[src/rtl/xc_ctrl_pkg.sv]
// Shared types and defaults for the correlator integration controller,
// its readout path and the packetizer.
package xc_ctrl_pkg;

  typedef enum logic [2:0] {
    ST_IDLE,
    ST_CLEAR,
    ST_INTEGRATE,
    ST_FREEZE,
    ST_READOUT
  } xc_state_e;

  localparam int unsigned XC_TICK_WIDTH     = 32;
  localparam int unsigned XC_WINDOW_WIDTH   = 16;
  localparam int unsigned XC_CLEAR_CYCLES   = 2;
  localparam int unsigned XC_FREEZE_CYCLES  = 2;
  localparam int unsigned XC_TIMEOUT_CYCLES = 65535;

  // Bits needed to hold n-1, i.e. the load value of an n-cycle phase.
  function automatic int unsigned xc_cnt_width(input int unsigned n);
    return (n < 2) ? 1 : $clog2(n);
  endfunction

endpackage

[src/rtl/xc_cycle_counter.sv]
// Loadable down-counter; o_tc is high while the count is zero. The count
// saturates at zero, so it holds terminal count until reloaded.
module xc_cycle_counter #(
  parameter int unsigned WIDTH = 8
) (
  input  logic             clk,
  input  logic             reset,
  input  logic             i_load,
  input  logic [WIDTH-1:0] i_load_value,
  input  logic             i_dec,
  output logic             o_tc
);

  logic [WIDTH-1:0] r_count;

  always_ff @(posedge clk) begin
    if (reset) begin
      r_count <= '0;
    end else if (i_load) begin
      r_count <= i_load_value;
    end else if (i_dec && (r_count != '0)) begin
      r_count <= r_count - WIDTH'(1);
    end
  end

  assign o_tc = (r_count == '0);

endmodule

[src/rtl/correlator_integration_ctrl.sv]
// Sequences the cross-correlator through clear / integrate / freeze / readout
// windows with double-buffered configuration applied at each CLEAR entry.
module correlator_integration_ctrl
  import xc_ctrl_pkg::*;
#(
  parameter int unsigned TICK_WIDTH     = XC_TICK_WIDTH,
  parameter int unsigned CLEAR_CYCLES   = XC_CLEAR_CYCLES,
  parameter int unsigned FREEZE_CYCLES  = XC_FREEZE_CYCLES,
  parameter int unsigned TIMEOUT_CYCLES = XC_TIMEOUT_CYCLES,
  parameter int unsigned WINDOW_WIDTH   = XC_WINDOW_WIDTH
) (
  input  logic                    clk,
  input  logic                    reset,
  input  logic                    smp_tick,
  input  logic                    start,
  input  logic                    stop,
  input  logic                    cfg_valid,
  input  logic [TICK_WIDTH-1:0]   cfg_integration,
  input  logic [7:0]              cfg_order,
  input  logic                    clear_flags,
  input  logic                    readout_ack,
  output logic                    corr_reset,
  output logic                    corr_enable,
  output logic [7:0]              corr_order,
  output logic                    readout_req,
  output logic [WINDOW_WIDTH-1:0] window_count,
  output logic                    timeout_flag,
  output logic                    busy
);

  localparam int unsigned PH_MAX = (CLEAR_CYCLES > FREEZE_CYCLES) ? CLEAR_CYCLES : FREEZE_CYCLES;
  localparam int unsigned PH_W   = xc_cnt_width(PH_MAX);
  localparam int unsigned TO_W   = xc_cnt_width(TIMEOUT_CYCLES);

  xc_state_e               r_state;
  xc_state_e               w_next;
  logic                    r_corr_reset, r_corr_enable, r_req, r_busy, r_timeout_flag;
  logic [TICK_WIDTH-1:0]   r_sh_int, r_act_int, r_tick;
  logic [7:0]              r_sh_order, r_act_order;
  logic                    r_stop_pending;
  logic [WINDOW_WIDTH-1:0] r_window;
  logic [TICK_WIDTH-1:0]   w_tick_inc;
  logic                    w_ack, w_timeout, w_state_chg, w_ph_tc, w_to_tc;
  logic [PH_W-1:0]         w_ph_load;

  assign w_tick_inc  = r_tick + TICK_WIDTH'(1);
  assign w_state_chg = (w_next != r_state);
  assign w_ph_load   = (w_next == ST_CLEAR) ? PH_W'(CLEAR_CYCLES - 1) : PH_W'(FREEZE_CYCLES - 1);

  xc_cycle_counter #(.WIDTH(PH_W)) u_phase_cnt (
    .clk          (clk),
    .reset        (reset),
    .i_load       (w_state_chg),
    .i_load_value (w_ph_load),
    .i_dec        (1'b1),
    .o_tc         (w_ph_tc)
  );

  xc_cycle_counter #(.WIDTH(TO_W)) u_timeout_cnt (
    .clk          (clk),
    .reset        (reset),
    .i_load       (w_state_chg),
    .i_load_value (TO_W'(TIMEOUT_CYCLES - 1)),
    .i_dec        (r_state == ST_READOUT),
    .o_tc         (w_to_tc)
  );

  always_comb begin
    w_next    = r_state;
    w_ack     = 1'b0;
    w_timeout = 1'b0;
    case (r_state)
      ST_IDLE:      if (start && !stop) w_next = ST_CLEAR;
      ST_CLEAR:     if (w_ph_tc) w_next = ST_INTEGRATE;
      ST_INTEGRATE: if (smp_tick && (w_tick_inc == r_act_int)) w_next = ST_FREEZE;
      ST_FREEZE:    if (w_ph_tc) w_next = ST_READOUT;
      ST_READOUT: begin
        if (readout_ack) w_ack = 1'b1;
        else if (w_to_tc) w_timeout = 1'b1;
        // A stop arriving in the closing cycle itself still ends the run here.
        if (w_ack || w_timeout) w_next = (r_stop_pending || stop) ? ST_IDLE : ST_CLEAR;
      end
      default:      w_next = ST_IDLE;
    endcase
  end

  always_ff @(posedge clk) begin
    if (reset) begin
      r_state        <= ST_IDLE;
      r_corr_reset   <= 1'b1;
      r_corr_enable  <= 1'b0;
      r_req          <= 1'b0;
      r_busy         <= 1'b0;
      r_timeout_flag <= 1'b0;
      r_sh_int       <= TICK_WIDTH'(1);
      r_act_int      <= TICK_WIDTH'(1);
      r_sh_order     <= '0;
      r_act_order    <= '0;
      r_tick         <= '0;
      r_stop_pending <= 1'b0;
      r_window       <= '0;
    end else begin
      r_state       <= w_next;
      r_corr_reset  <= (w_next == ST_IDLE) || (w_next == ST_CLEAR);
      r_corr_enable <= (w_next == ST_INTEGRATE);
      r_req         <= (w_next == ST_READOUT);
      r_busy        <= (w_next != ST_IDLE);

      if (cfg_valid) begin
        r_sh_int   <= cfg_integration;
        r_sh_order <= cfg_order;
      end
      if ((w_next == ST_CLEAR) && (r_state != ST_CLEAR)) begin
        r_act_int   <= (r_sh_int == '0) ? TICK_WIDTH'(1) : r_sh_int;
        r_act_order <= r_sh_order;
      end

      if (r_state == ST_CLEAR) r_tick <= '0;
      else if ((r_state == ST_INTEGRATE) && smp_tick) r_tick <= w_tick_inc;

      if (w_next == ST_IDLE) r_stop_pending <= 1'b0;
      else if (stop && (r_state != ST_IDLE)) r_stop_pending <= 1'b1;

      if (w_ack) r_window <= r_window + WINDOW_WIDTH'(1);

      if (w_timeout) r_timeout_flag <= 1'b1;
      else if (clear_flags) r_timeout_flag <= 1'b0;
    end
  end

  assign corr_reset   = r_corr_reset;
  assign corr_enable  = r_corr_enable;
  assign corr_order   = r_act_order;
  assign readout_req  = r_req;
  assign window_count = r_window;
  assign timeout_flag = r_timeout_flag;
  assign busy         = r_busy;

endmodule

[config.mk]
export PLATFORM = sky130hd
export DESIGN_NAME = correlator_integration_ctrl
export DESIGN_NICKNAME = d
export VERILOG_FILES = /design/src/rtl/xc_ctrl_pkg.sv /design/src/rtl/xc_cycle_counter.sv /design/src/rtl/correlator_integration_ctrl.sv
export SDC_FILE = /design/constraint.sdc
export NUM_CORES = 1
export LEC_CHECK = 0
export BUFFER_PORTS_ARGS = -buffer_cell sky130_fd_sc_hd__buf_2
export CAP_MARGIN = 15
export CELL_PAD_IN_SITES_DETAIL_PLACEMENT = 0
export CELL_PAD_IN_SITES_GLOBAL_PLACEMENT = 1
export CORE_UTILIZATION = 40
export CTS_CLUSTER_DIAMETER = 200
export DETAILED_ROUTE_END_ITERATION = 6
export HOLD_SLACK_MARGIN = 0.1
export PLACE_DENSITY_LB_ADDON = 0.1
export SYNTH_ARGS = -nofsm -noshare
export SYNTH_HDL_FRONTEND = slang
export SYNTH_SLANG_ARGS = --single-unit
[constraint.sdc]
create_clock -name clk -period 3.1 [get_ports clk]
set_clock_uncertainty 0.1 [all_clocks]
set_input_delay 0 -clock clk [delete_from_list [all_inputs] [get_ports clk]]
set_output_delay 0 -clock clk [all_outputs]
set_load 0.005 [all_outputs]
==> impl_metrics.tcl, run 1 <==
set metrics [dict create \
    clk_latency_ns 0.43 \
    core_um2 17480 \
    async_flop_share 0 \
    cap_violations 0 \
    finalSetupTns_ns -0.007992 \
    maxSlewHeadroom 0.5528 \
    grt_util_all_layers 0.2307 \
    ios 77 \
    clock-sinks 154 \
    p_per_area_nw_per_um2 478.2 \
    floorplan.initialDensity 0.4126 \
    synth_cells 858 \
    num_vias 6719 \
    final_hold_viol_count 0 \
    final.period_utilization 1.001 \
    final_core_util 0.5460 \
    fp-row-count 48 \
    drv_slew 0 \
    drive_gt1_frac 0.1943 \
    holdPathStages 3 \
    hp-class "input pin to flop" \
    viasPerCell 5.270 \
    gp_congestion 0.8504 \
    antenna_found_initial 0 \
    area_growth_syn_to_layout_pct 32.34 \
    fin_ws_ns -0.004557 \
    p_leak_nw 3.809 \
    failed_checks "setup timing" \
    grt_pass1_vias 6655 \
    crit_type "flop to flop" \
    routed_wl_um 20580 \
    synth_flop_cell "dfxtp_1" \
    status "finished with violations" \
    die_x_um 136.3 \
    dr.pass1.iters 5 \
    max_freq_mhz 322.1 \
    avgSynthCellArea_um2 8.404 \
    overflow 0 \
    die_y_um 136.3 \
    yosys.area.top_type_share 0.4276 \
    worstPathMaxFanout 5 \
    numPortBuffers 76 \
    antenna_left 0 \
    dp_hpwl_um 13960 \
    min_period_ns 3.105 \
    fp.dieArea_um2 18570 \
    synth_edf_count 0 \
    netlist_area_um2 7211 \
    seq_area_frac_synth 0.4276 \
    finalSetupViolCount 2 \
    startpoint_type "flop" \
    avgRoutedWirePerCell_um 16.14 \
    hold_ws_ns 0.1069 \
    htree_levels 4 \
    worst_slew_pin_slew_ns 0.6708 \
    grt_pass1_wl_um 33260 \
    irDropWorstVdd_v 0.0003541 \
    cts_made_buffers 17 \
    synth_seq_cells 154 \
    cts_buffer_depth 2 \
    cts-root-buf "clkbuf_16" \
    synth_area_leaders "dfxtp_1, nand2_1, nor2_1, xnor2_1, xor2_1" \
    r2r_cells 8 \
    clk_pin_slew_ns 0.07 \
    synth.distinct_cells 60 \
    grt_start_max_net_pins 64 \
    worstPathRequired_ns 3.29 \
    drc 0 \
    arrival_ns 3.29 \
    first_iter_violations 312 \
    synth_nets 909 \
    finalNetCount 1088 \
    synth_largest_area_cell "dfxtp_1" \
    crit_path_end_kind "flop" \
    cts_tree "yes" \
    yosys_warnings 0 \
    diodes 0 \
    rsz0062_at_grt "true" \
]
==> metrics by stage <==
| step | total power [mW] | cells | area [um2] | setup WS [ns] |
|---|---|---|---|---|
| after global routing | 4.749 | 1275 | 9543 | -0.1034 |
| after CTS | 4.577 | 1268 | 9403 | -0.02190 |
| after floorplan | 2.415 | 858 | 7211 | 0.03405 |
| after global placement | 2.537 | 1153 | 8026 | 0.02415 |
| after detailed placement | 2.548 | 1153 | 8026 | -0.03468 |
| final | 4.563 | 1275 | 9543 | -0.004557 |
==> where the power goes <==
part / leakage (nW) / internal, mW / switching, mW
clock: 0.266 / 1.06 / 0.872
sequential: 1.26 / 2.06 / 0.0703
combinational: 2.29 / 0.250 / 0.253
total: 3.81 / 3.37 / 1.19
==> path summary, 6_finish.rpt <==
| path | end | slack [ns] | from |
|---|---|---|---|
| setup / recovery | u_timeout_cnt.r_count[0] | -0.005 | r_tick[10] |
| setup reg to reg | u_timeout_cnt.r_count[0] | -0.005 | r_tick[10] |
| hold / removal | r_sh_order[5] | 0.11 | cfg_valid |
| hold reg to reg | corr_order[3] | 0.35 | r_sh_order[3] |
==> cells in the mapped netlist, types with 6 or more instances <==
master and number:
inv_1 8, dfxtp_1 154, xor2_1 48, a21oi_1 63
and4_1 8, clkbuf_1 42, nor3_1 14, nand4_1 19
a31oi_1 11, mux2i_1 41, nand2_1 121, nor2b_1 6
xnor2_1 49, nor4_1 25, nand3_1 15, nor2_1 115
nor4b_1 6, o21ai_0 12, or4_1 7, and3_1 11
or3_1 9
==> state kept, by name (all words and copies together), names as in the netlist, 3 cells and up <==
name	count
r_tick	32
r_act_int	32
r_sh_order	8
r_state	3
u_timeout_cnt.r_count	16
corr_order	8
r_sh_int	32
window_count	16
==> repair_timing <==
item / CTS / global route
setup endpoints to repair: 2 / 22
cloned: 2 / 1
setup buffers: 6 / 6
hold endpoints to repair: 107 / 0
resized for setup: 5 / 20
hold buffers: 75 / 0
pin swaps: 4 / 14
==> routing by layer <==
metal  global-route usage  wire, um  vias to the layer above
li1                     -         -                     3334
met1               0.2959      9704                     3225
met2               0.3807      9738                      129
met3              0.04810       740                       31
met4              0.08148       397                        0
met5                    0         0                        -
==> final cells by class <==
type	count	area [um2]
flip-flops and latches	154	3089
clock buffers	18	439.2
fillers	1617	7934
multi-input cells	644	3981
repair buffers	211	1604
well taps	225	281.5
inverters	9	33.78
clock inverters	14	113.9
==> critical path: stages, from the launching register on <==
cell and delay, ns:
dfxtp_1 0.34, nand4_1 0.22, or4_4 0.58, or4_4 0.51, a32oi_1 0.16, nand4_1 0.12, buf_6 0.16, or4_4 0.60
nor4b_1 0.18
==> cell usage in the layout (no fill, tap or decap), types with 14 or more instances in the layout <==
master / Yosys / layout
a21oi_1: 63 / 61
buf_2: 5 / 75
buf_4: 2 / 58
clkbuf_16: 0 / 17
dfxtp_1: 154 / 149
dlygate4sd3_1: 0 / 75
mux2i_1: 41 / 41
nand2_1: 121 / 121
nand3_1: 15 / 15
nand4_1: 19 / 19
nor2_1: 115 / 115
nor3_1: 14 / 14
nor4_1: 25 / 21
xnor2_1: 49 / 49
xor2_1: 48 / 47
==> cells by family (layout without fill, tap and decap cells) <==
kind of cell               after synthesis  after routing  synth area share
adders and majority gates                3              3          0.005206
DFF                                    154            154            0.4276
AOI/OAI and AO/OA                      117            117           0.09735
buffers and inverters                   63            252           0.03696
xor gates and xnor gates                97             97            0.1178
and+or+nand+nor                        383            386            0.2582
muxes                                   41             41           0.05691
Note: power is estimated with default switching activity, not from simulation.
==> inputs of run 2 (changes only) <==
Settings changed: CELL_PAD_IN_SITES_DETAIL_PLACEMENT 0 to 1, CELL_PAD_IN_SITES_GLOBAL_PLACEMENT 1 to 2, CORE_UTILIZATION 40 to 32, MAX_ROUTING_LAYER from default to met4.
==> run 2 against run 1 <==
  * The run still ends with setup timing left
  * Critical path depth up 1
  * Final area down 1.1%
  * First-iteration DRC count down 17%
  * Flip-flop and latch count unchanged
  * Hold slack better by 0.088 ns
  * Final cell count up 3.1%
  * Critical path type unchanged
==> impl_metrics.tcl, run 2 (synthesis gave the netlist of run 1 again) <==
set metrics [dict create \
    status "finished with violations" \
    failed_checks "setup timing" \
    drv_slew 0 \
    dp_hpwl_um 15990 \
    overflow 0 \
    grt_pass1_vias 7031 \
    hp-class "input pin to flop" \
    irDropWorstVdd_v 0.0002775 \
    antenna_left 0 \
    finalSetupViolCount 1 \
    gp_congestion 0.8885 \
    grt_start_max_net_pins 66 \
    clk_latency_ns 0.44 \
    dp_cells 1213 \
    r2r_cells 9 \
    crit_family "simple AND/OR/NAND/NOR gates" \
    fillers 2593 \
    critPathSlowestCell "or4_4" \
    ios 77 \
    die_x_um 152.1 \
    worstPathRequired_ns 3.29 \
    cts-root-buf "clkbuf_16" \
    startpoint_type "flop" \
    worstPathMaxFanout 6 \
    numPortBuffers 76 \
    fin_cells 1314 \
    crit_path_end_kind "flop" \
    cts_made_buffers 17 \
    final_cell_mix "dfxtp_1, nand2_1, nor2_1" \
    rsz0062_at_grt "true" \
    viasPerCell 5.083 \
    num_vias 6679 \
    fp.dieArea_um2 23140 \
    antenna_found_initial 0 \
    worst_slew_pin_slew_ns 0.7164 \
    crit_type "flop to flop" \
    finalSetupTns_ns -0.003502 \
    crit_buf_inv 2 \
    clk_pin_slew_ns 0.07 \
    avgRoutedWirePerCell_um 17.35 \
    drc 0 \
    critical_path.cell_chain "nand4_1 > buf_6 > or4_4 > or3_1 > a22oi_1 > nand4_1 > buf_6 > or4_4 > nor4b_1" \
    reg_top3 "r_act_int x32, r_sh_int x32, r_tick x32" \
    final_hold_viol_count 0 \
    routed_wl_um 22800 \
    drive_gt1_frac 0.1857 \
    finalNetCount 1072 \
    maxSlewHeadroom 0.5224 \
    htree_levels 4 \
    crit_cells 9 \
    grt_util_all_layers 0.2038 \
    final_common_cell "dfxtp_1" \
    floorplan.initialDensity 0.3284 \
    grt_pass1_wl_um 36510 \
    min_period_ns 3.104 \
    arrival_ns 3.30 \
    fin_ws_ns -0.003502 \
    clock-sinks 154 \
    final.period_utilization 1.001 \
    core_um2 21960 \
    die_y_um 152.1 \
    max_freq_mhz 322.2 \
    p_per_area_nw_per_um2 494.7 \
    critPathMaxStageDelay_ns 0.60 \
    fp-row-count 54 \
    first_iter_violations 258 \
    holdPathStages 6 \
    area_growth_syn_to_layout_pct 30.92 \
    cts_tree "yes" \
    cap_violations 0 \
    cts_buffer_depth 2 \
    dr.pass1.iters 4 \
    p_leak_nw 3.767 \
    diodes 0 \
]
## run 2: worst paths after layout
| path | from | end | slack, ns |
|---|---|---|---|
| worst max-delay path | r_tick[10] | u_timeout_cnt.r_count[0] | -0.004 |
| worst max register to register | r_tick[10] | u_timeout_cnt.r_count[0] | -0.004 |
| worst min register to register | r_sh_order[3] | corr_order[3] | 0.35 |
| worst min-delay path | start | r_act_int[14] | 0.19 |
## run 2: final cells by class
cell class / count / area (um2) / share of cell area
multi-input combinational: 643 / 3925 / 0.4158
tap: 280 / 350.3 / 0.03711
clock buffer: 18 / 439.2 / 0.04652
sequential: 154 / 3088 / 0.3271
timing repair buffer: 196 / 1449 / 0.1535
inverter: 9 / 33.78 / 0.003579
clock inverter: 14 / 155.1 / 0.01643
## run 2: what timing repair did
| action | in CTS | in global routing |
|---|---|---|
| endpoints found under the setup margin | 1 | 22 |
| pin swaps | 1 | 12 |
| resized for setup | 1 | 14 |
| setup buffers | 0 | 4 |
| cloned | 0 | 2 |
| hold endpoints to repair | 107 | 0 |
| hold buffers | 63 | 0 |
## run 2: layer usage
metal / wire length, um / vias up / global-route usage
li1: - / 3302 / -
met3: 609 / 25 / 0.03594
met1: 11050 / 3252 / 0.2561
met5: 0 / - / -
met2: 10760 / 100 / 0.3296
met4: 372 / 0 / 0.06803
## run 2: report_power, final
part	switching [mW]	internal, mW	leakage [nW]
logic	0.250	0.223	2.22
clock network	0.968	1.10	0.285
registers	0.0735	2.06	1.26
## run 2: metrics by stage
stage	setup WS [ns]	power [mW]	instance area, um2	hold WS [ns]	util
detailed placement	0.01411	2.561	8120	0.1193	0.3698
global route	-0.08887	4.881	9440	0.2096	0.4299
CTS	0.01829	4.710	9349	0.1616	0.4258
global placement	0.07565	2.544	8120	0.1134	0.3698
floorplan	0.03405	2.415	7211	-0.01588	-
finish	-0.003502	4.670	9440	0.1945	0.4299
## run 2: worst reg2reg max path: cells and delay by family (launching register included)
| family | cells | cell delay, ns |
|---|---|---|
| buffers and inverters | 2 | 0.34 |
| and+or+nand+nor | 6 | 2.04 |
| DFF | 1 | 0.33 |
| AOI/OAI and AO/OA | 1 | 0.17 |
==> inputs of run 3 (changes only) <==
Settings changed: RECOVER_POWER from default to 50.
Clock period 3.1 ns to 2.7 ns, I/O delays scaled along.
==> run 3 against run 2 <==
  * The run ends with capacitance limit, slew limit, setup timing left
  * Critical path depth is 1 lower
  * Sequential share of layout area is 1.0 points lower
  * Count of clock-buffer cells in the layout stayed put
  * Critical endpoint is now r_stop_pending
==> impl_metrics.tcl, run 3 (synthesis gave the netlist of run 1 again) <==
set metrics [dict create \
    hp-class "input pin to flop" \
    critPathMaxStageDelay_ns 0.59 \
    fin_ws_ns -0.2899 \
    fp.dieArea_um2 23140 \
    core_um2 21960 \
    drc 0 \
    irDropWorstVdd_v 0.0003609 \
    min_period_ns 2.990 \
    diodes 0 \
    routed_wl_um 23060 \
    ios 77 \
    htree_levels 4 \
    avgRoutedWirePerCell_um 17.15 \
    antenna_left 0 \
    final_hold_viol_count 0 \
    crit_type "flop to flop" \
    cap_violations 1 \
    cts_buffer_depth 2 \
    crit_family "simple AND/OR/NAND/NOR gates" \
    reg_top3 "r_act_int x32, r_sh_int x32, r_tick x32" \
    clock-sinks 154 \
    p_per_area_nw_per_um2 583.3 \
    num_vias 6743 \
    area_growth_syn_to_layout_pct 35.26 \
    cts_tree "yes" \
    antenna_found_initial 0 \
    fp-row-count 54 \
    grt_util_all_layers 0.2128 \
    finalSetupViolCount 20 \
    final_cell_mix "dfxtp_1, nand2_1, nor2_1" \
    drv_slew 24 \
    rsz0062_at_grt "true" \
    gp_congestion 0.8962 \
    cp_common_cell "or4_4" \
    p_leak_nw 3.874 \
    viasPerCell 5.017 \
    floorplan.initialDensity 0.3284 \
    arrival_ns 3.24 \
    placed_cell_area_um2 8537 \
    first_iter_violations 241 \
    dp_slack_ns -0.3084 \
    dp_hpwl_um 16880 \
    final_common_cell "dfxtp_1" \
    clk_pin_slew_ns 0.07 \
    drive_gt1_frac 0.2152 \
    final_design_area_no_fill_um2 9753 \
    grt_pass1_vias 7298 \
    maxSlewHeadroom -0.1169 \
    finalNetCount 1102 \
    numPortBuffers 76 \
    cts_made_buffers 17 \
    dr.pass1.iters 4 \
    worstPathMaxFanout 6 \
    crit_buf_inv 1 \
    crit_path_end_kind "flop" \
    max_freq_mhz 334.5 \
    die_y_um 152.1 \
    critical_path.cell_chain "nand4_1 > or4_4 > or4_4 > a32oi_2 > nand4_1 > or4_4 > buf_6 > a211oi_2" \
    power_mw 5.689 \
    grt_start_max_net_pins 51 \
    die_x_um 152.1 \
    final.period_utilization 1.107 \
    worst_slew_pin_slew_ns 1.675 \
    grt_pass1_wl_um 38010 \
    clk_latency_ns 0.43 \
    overflow 0 \
    failed_checks "capacitance limit, slew limit, setup timing" \
    startpoint_type "flop" \
    critPathSlowestCell "or4_4" \
    cts-root-buf "clkbuf_16" \
    status "finished with violations" \
    worstPathRequired_ns 2.95 \
]
[run 3: area by class of cell]
| cell class | instances | area (um2) |
|---|---|---|
| fill | 2594 | 12210 |
| clock inverter | 14 | 222.7 |
| tap | 280 | 350.3 |
| clock buffer | 18 | 439.2 |
| sequential | 154 | 3093 |
| multi-input combinational | 641 | 3968 |
| timing repair buffer | 228 | 1647 |
| inverter | 9 | 33.78 |
[run 3: tightest hold or removal path, stage by stage]
cell and delay (ns):
buf_2 0.12, and3b_1 0.19, buf_4 0.20, nand2_1 0.08
a21oi_1 0.05
[run 3: final timing paths]
check | from | endpoint | slack (ns) | cells after the start
worst max-delay path | r_tick[9] | r_stop_pending | -0.29 | 8
worst min register to register | r_act_int[31] | r_act_int[31] | 0.37 | 2
worst max register to register | r_tick[9] | r_stop_pending | -0.29 | 8
worst min-delay path | smp_tick | r_tick[1] | 0.16 | 5
[run 3: per-layer routing]
layer | track usage | part of all wire
met5 | - | 0
met3 | 0.03080 | 0.027
met2 | 0.3568 | 0.49
met1 | 0.2586 | 0.46
met4 | 0.07872 | 0.019
[run 3: what timing repair did]
item	4_1_cts	5_1_grt
setup endpoints to repair	20	42
resized for setup	6	10
endpoints found under the hold margin	101	0
buffers inserted	1	5
hold buffers	50	0
pin swaps	0	8
[run 3: per-stage QoR]
| stage | cells | setup TNS [ns] | hold slack (ns) | util |
|---|---|---|---|---|
| 2_1_floorplan | 858 | -1.274 | -0.01588 | - |
| 3_3_place_gp | 1256 | -4.122 | 0.1143 | 0.3888 |
| 3_5_place_dp | 1256 | -4.804 | 0.1171 | 0.3888 |
| 4_1_cts | 1339 | -3.497 | 0.1134 | 0.4427 |
| 5_1_grt | 1344 | -6.965 | 0.1465 | 0.4442 |
| 6_report | 1344 | -4.102 | 0.1554 | 0.4442 |
[run 3: where the power goes]
| group | total, mW | internal [mW] | switching, mW |
|---|---|---|---|
| sequential | 2.44 | 2.36 | 0.0786 |
| clock | 2.70 | 1.62 | 1.08 |
| combinational | 0.547 | 0.254 | 0.292 |
